`config.mk`:
```
export PLATFORM = sky130hd
export DESIGN_NAME = bht_ckpt_writer
export DESIGN_NICKNAME = d
export VERILOG_FILES = /design/src/rtl/bht_ckpt_writer.sv
export SDC_FILE = /design/constraint.sdc
export NUM_CORES = 1
export LEC_CHECK = 0
export BUFFER_PORTS_ARGS = -buffer_cell sky130_fd_sc_hd__buf_4
export CORE_UTILIZATION = 35
export DETAILED_ROUTE_END_ITERATION = 16
export PLACE_DENSITY = 0.58
export SLEW_MARGIN = 0
export SYNTH_ARGS = -nofsm -noshare
export SYNTH_HDL_FRONTEND = slang
export SYNTH_SLANG_ARGS = --single-unit
```
`constraint.sdc`:
```
create_clock -name clk_i -period 7.5 [get_ports clk_i]
set_clock_uncertainty 0.05 [all_clocks]
set_input_delay 1.5 -clock clk_i [delete_from_list [all_inputs] [get_ports clk_i]]
set_output_delay 1.5 -clock clk_i [all_outputs]
set_load 0.02 [all_outputs]
```
`src/rtl/bht_ckpt_writer.sv`:
```
`default_nettype none
// ============================================================================
//  Module      : bht_ckpt_writer
//  Description : Walks every BHT row through a combinational read port, packs
//                8 rows per 64-bit doubleword and stores each doubleword to
//                the D-cache store port starting at a CSR-supplied base.
//                Pulses done_o after the last store.
//                Optional macro BHT_CKPT_SKIP_ZERO_EN: all-zero doublewords
//                are not stored (address still advances).
//  Revision    : 1.0 - initial release
// ============================================================================

package bht_ckpt_pkg;
    localparam int unsigned DCACHE_INDEX_WIDTH = 12;
    localparam int unsigned DCACHE_TAG_WIDTH   = 44;

    typedef struct packed {
        logic [DCACHE_INDEX_WIDTH-1:0] address_index;
        logic [DCACHE_TAG_WIDTH-1:0]   address_tag;
        logic [63:0]                   data_wdata;
        logic                          data_req;
        logic                          data_we;
        logic [7:0]                    data_be;
        logic [1:0]                    data_size;
        logic                          kill_req;
        logic                          tag_valid;
    } dcache_req_i_t;
endpackage

module bht_ckpt_writer
    import bht_ckpt_pkg::*;
#(
    parameter int unsigned NR_ROWS         = 512,
    parameter int unsigned INSTR_PER_FETCH = 2
) (
    input  logic                          clk_i,
    input  logic                          rst_ni,
    input  logic                          start_i,
    input  logic                          abort_i,
    input  logic [63:0]                   base_addr_i,
    output logic [$clog2(NR_ROWS)-1:0]    row_addr_o,
    input  logic [INSTR_PER_FETCH*3-1:0]  row_data_i,
    output dcache_req_i_t                 dcache_req_o,
    input  logic                          dcache_gnt_i,
    output logic                          busy_o,
    output logic                          done_o
);

    localparam int unsigned ROW_W   = $clog2(NR_ROWS);
    localparam int unsigned ENTRY_W = INSTR_PER_FETCH * 3;

    localparam logic [1:0] S_IDLE   = 2'd0;
    localparam logic [1:0] S_GATHER = 2'd1;
    localparam logic [1:0] S_STORE  = 2'd2;
    localparam logic [1:0] S_DONE   = 2'd3;

    logic [1:0]       state_q, state_d;
    logic [ROW_W-1:0] row_q, row_d;
    logic [63:0]      word_q, word_d;
    logic [63:0]      addr_q, addr_d;
    logic [7:0]       w_row_byte;
    logic             w_skip;
    logic             w_store_ok;

`ifdef BHT_CKPT_SKIP_ZERO_EN
    // An all-zero doubleword is not worth a store; it completes on its own.
    assign w_skip = (word_q == 64'd0);
`else
    assign w_skip = 1'b0;
`endif

    // The current STORE cycle retires its doubleword (granted or skipped).
    assign w_store_ok = dcache_gnt_i | w_skip;

    // Next-state, row counter, word packing and address advance.
    always_comb begin
        state_d    = state_q;
        row_d      = row_q;
        word_d     = word_q;
        addr_d     = addr_q;
        w_row_byte = 8'd0;
        w_row_byte[ENTRY_W-1:0] = row_data_i;
        case (state_q)
            S_IDLE: begin
                if (start_i && !abort_i) begin
                    addr_d  = base_addr_i & ~64'h7;
                    row_d   = '0;
                    word_d  = 64'd0;
                    state_d = S_GATHER;
                end
            end
            S_GATHER: begin
                if (abort_i) begin
                    row_d   = '0;
                    state_d = S_IDLE;
                end else begin
                    word_d[{row_q[2:0], 3'b000} +: 8] = w_row_byte;
                    row_d = row_q + 1'b1;
                    if (row_q[2:0] == 3'd7) begin
                        state_d = S_STORE;
                    end
                end
            end
            S_STORE: begin
                // A grant coinciding with abort still counts as a completed store.
                if (w_store_ok) begin
                    addr_d = addr_q + 64'd8;
                    word_d = 64'd0;
                end
                if (abort_i) begin
                    row_d   = '0;
                    state_d = S_IDLE;
                end else if (w_store_ok) begin
                    state_d = (row_q == '0) ? S_DONE : S_GATHER;
                end
            end
            default: begin
                state_d = S_IDLE;
            end
        endcase
    end

    // State registers with asynchronous active-low reset.
    always_ff @(posedge clk_i or negedge rst_ni) begin
        if (!rst_ni) begin
            state_q <= S_IDLE;
            row_q   <= '0;
            word_q  <= 64'd0;
            addr_q  <= 64'd0;
        end else begin
            state_q <= state_d;
            row_q   <= row_d;
            word_q  <= word_d;
            addr_q  <= addr_d;
        end
    end

    // Store request is driven only in STORE; the bus is all-zero otherwise.
    always_comb begin
        dcache_req_o = '0;
        if (state_q == S_STORE && !w_skip) begin
            dcache_req_o.data_req      = 1'b1;
            dcache_req_o.data_we       = 1'b1;
            dcache_req_o.data_be       = 8'hFF;
            dcache_req_o.data_size     = 2'b11;
            dcache_req_o.data_wdata    = word_q;
            dcache_req_o.address_index = addr_q[DCACHE_INDEX_WIDTH-1:0];
            dcache_req_o.address_tag   = addr_q[DCACHE_INDEX_WIDTH+DCACHE_TAG_WIDTH-1:DCACHE_INDEX_WIDTH];
        end
    end

    assign row_addr_o = row_q;
    assign busy_o     = (state_q != S_IDLE);
    assign done_o     = (state_q == S_DONE) && !abort_i;

endmodule

`default_nettype wire

```
==> results.md <==
* Status: finished, final reports clean
* Clock-pin slew on the worst setup and hold paths at roughly 0.09 ns
* Slew HR at 0.346
* Largest net degree at the start of global routing at 110
* Sequential share of the synthesized area at 0.400
* FFs w/ async S/R, synth at 1.00
* Cells after Synth at roughly 800
* Commonest cells in the netlist: dfrtp_1, and2_1, nand2_1, a21oi_1, nor2_1
* Setup violations, final at 0
* Crit path max-delay cell type: inv_4
* Port Buffers at 187
* Library cells used by synthesis at 67
* Mean Syn Cell Area at 8.74 um2
* Residual DRC at 0
* Drt wl/cell at 17.7 um
* Most frequent cell after synthesis: dfrtp_1
* Post-DRT Antenna Nets at 0
* Vias per inst at 5.44
* Min-delay worst type: reg -> reg
* Simple-gate share of the synthesized area at 0.283
* H-Tree Level Count at 3
* Worst vdd ir at around 110 uV
* CTS tree: yes
* Share of layout cells above drive strength 1 at 0.247
* Cell accounting for the most synthesized area: dfrtp_1
* Tcrit/Tclk final at 0.602
* Combined area of all synthesized cells at roughly 0.0070 mm2
* Initial antenna violation count at 0
* Overall power at 1.51 mW
* CP bufs+invs at 3
* Hpwl dp at 14,600 um
* Slowest stage delay, CP at 0.65 ns
* Compound-Gate Fraction of Synth Area at 0.212
* CP Class: reg -> out
* Crit Path Max Fanout at 109
* Maxcap violations at 0
* N_diodes at 0
* Root Buffer Master: clkbuf_16
* Routed WL at 21,500 um
* Post-cts resize count at 0
* Synth area leaders: dfrtp_1, and2_1, a22o_1
* Worst path required time at 5.95 ns
* RSZ-0062 raised after global routing: no
* First-pass GRT wire length at 33,800 um
* Mux contribution to synthesized area at 0.0100
* Vias in the first global route at approximately 6,100
* Pre-CTS setup slack at 3.41 ns
* Syn. warnings at 0
* DRT iter0 DRCs at 399
* Clk_lat worst skew at around 0.37 ns
* Final nets at 1,021
* Final Hold Vio Count at 0
* CTS max path bufs at 2
* Post-CTS Hold Fix Bufs at 0
* P&R area growth vs syn at 24.4%
* Die height at 144 um
* Worst Tran Pin Value at 0.973 ns
* Via count at 6,577
* Synth Area in XOR/XNOR at 0.00125
* CTS Buf Count at 9
* Pwr Density at 173 mW/mm2
* Post-Layout Cell Count at 1,210
* GRT Overall Usage at 0.211
* Die width at roughly 140 um
* Type of element launching the critical path: register
* Rows at 51
* Critical Path Sink Type: primary output
* Synth top area share at 0.400
* Core area at 0.0195 mm2
* Ys flop type: dfrtp_1
* Total gr overflow at 0
* CP delay by family, top: buffers and inverters
* CP Cell Sequence: nand2b_2 -> inv_4 -> buf_4 -> and2_1 -> buf_4
* Yosys reg bits at 112
* Setup TNS at 0 ns
* Starting Density at 0.359
* Full die area at 0.0206 mm2
* Post-route setup slack at between 2 and 3 ns
* Leakage at 4.13 nW
* Fmax at 0.221 GHz
* RD Place Congestion at about 0.82
* Clk sinks at 112
* Post-CTS setup buffers at 0
* Max-slew violations at 0
* Synth Area in Adders at 0.0107
* Pre-antenna DRT Iters at 5
* Most repeated library cell on the critical path: buf_4
* Placed cell count at 1,194
* Post-synth EDFFs at 0
* # IOs at between 200 and 250
* Final critical-path required period at around 4.5 ns
* Largest family of logic cells by synthesized area: simple AND/OR/NAND/NOR gates
* Worst Path Arrival at 2.97 ns
==> state kept, by name, indices dropped and copies added, names as in the netlist <==
| signal | flops |
|---|---|
| addr_q | 53 |
| row_addr_o | 9 |
| state_q | 2 |
| word_q | 48 |
==> layer usage <==
metal  routed length, um  GRT usage
met1                9910      0.294
met2                9870      0.335
met3                1420     0.0420
met4                 272     0.0470
met5                   0          0
==> placed cells by master (no fill, tap or decap), types with 8 or more instances in the layout <==
cell       count
buf_4        196
dfrtp_1      112
and2_1        88
nand2_1       55
a21oi_1       52
nor2_1        48
nand3_1       37
o21ai_0       35
a22o_1        32
nand4_1       26
nor3_1        24
conb_1        21
inv_1         20
a32o_1        18
and3_1        18
o22ai_1       14
nor4_1        12
o21ai_1        9
clkbuf_16      9
a31oi_1        8
==> cells by family (layout without fill, tap and decap cells) <==
| kind of cell | Yosys count | count (layout) |
|---|---|---|
| AND/OR/NAND/NOR | 350 | 350 |
| AO/OA/AOI/OAI | 215 | 215 |
| flip-flops | 112 | 112 |
| buffers and inverters | 110 | 233 |
| multiplexers | 7 | 7 |
| adder cells (fa/ha/maj) | 6 | 6 |
| other | 1 | 21 |
| XOR/XNOR | 1 | 1 |
==> stage by stage <==
step / utilization / cell area [um2] / hold WS [ns]
2_1_floorplan: - / 7080 / 0.408
3_3_place_gp: 0.430 / 8400 / 0.417
3_5_place_dp: 0.430 / 8400 / 0.423
4_1_cts: 0.446 / 8720 / 0.449
5_1_grt: 0.446 / 8720 / 0.462
6_report: 0.446 / 8720 / 0.446
==> power by group <==
| part | leakage (nW) | switching [mW] | internal (mW) |
|---|---|---|---|
| clock | 0.154 | 0.273 | 0.244 |
| sequential | 1.43 | 0.0814 | 0.663 |
| combinational | 2.55 | 0.147 | 0.0998 |
==> final timing paths <==
kind	start	end	slack [ns]	depth (start not counted)
setup / recovery	state_q[0]	dcache_req_o[89]	2.98	5
hold / removal	word_q[32]	word_q[32]	0.45	1
setup reg to reg	state_q[0]	word_q[9]	3.82	7
hold reg to reg	word_q[32]	word_q[32]	0.45	1
max in group asynchronous	rst_ni	word_q[56]	5.00	2
min in group asynchronous	rst_ni	addr_q[52]	1.12	1
==> layout make-up <==
| type | instances | area (um2) |
|---|---|---|
| flip-flops and latches | 112 | 2800 |
| multi-input cells | 600 | 3710 |
| well taps | 265 | 332 |
| inverters | 21 | 81.3 |
| clock inverters | 7 | 91.3 |
| fillers | 2002 | 10800 |
| clock buffers | 9 | 225 |
| repair buffers | 196 | 1470 |
(Power assumes the default switching activity.)
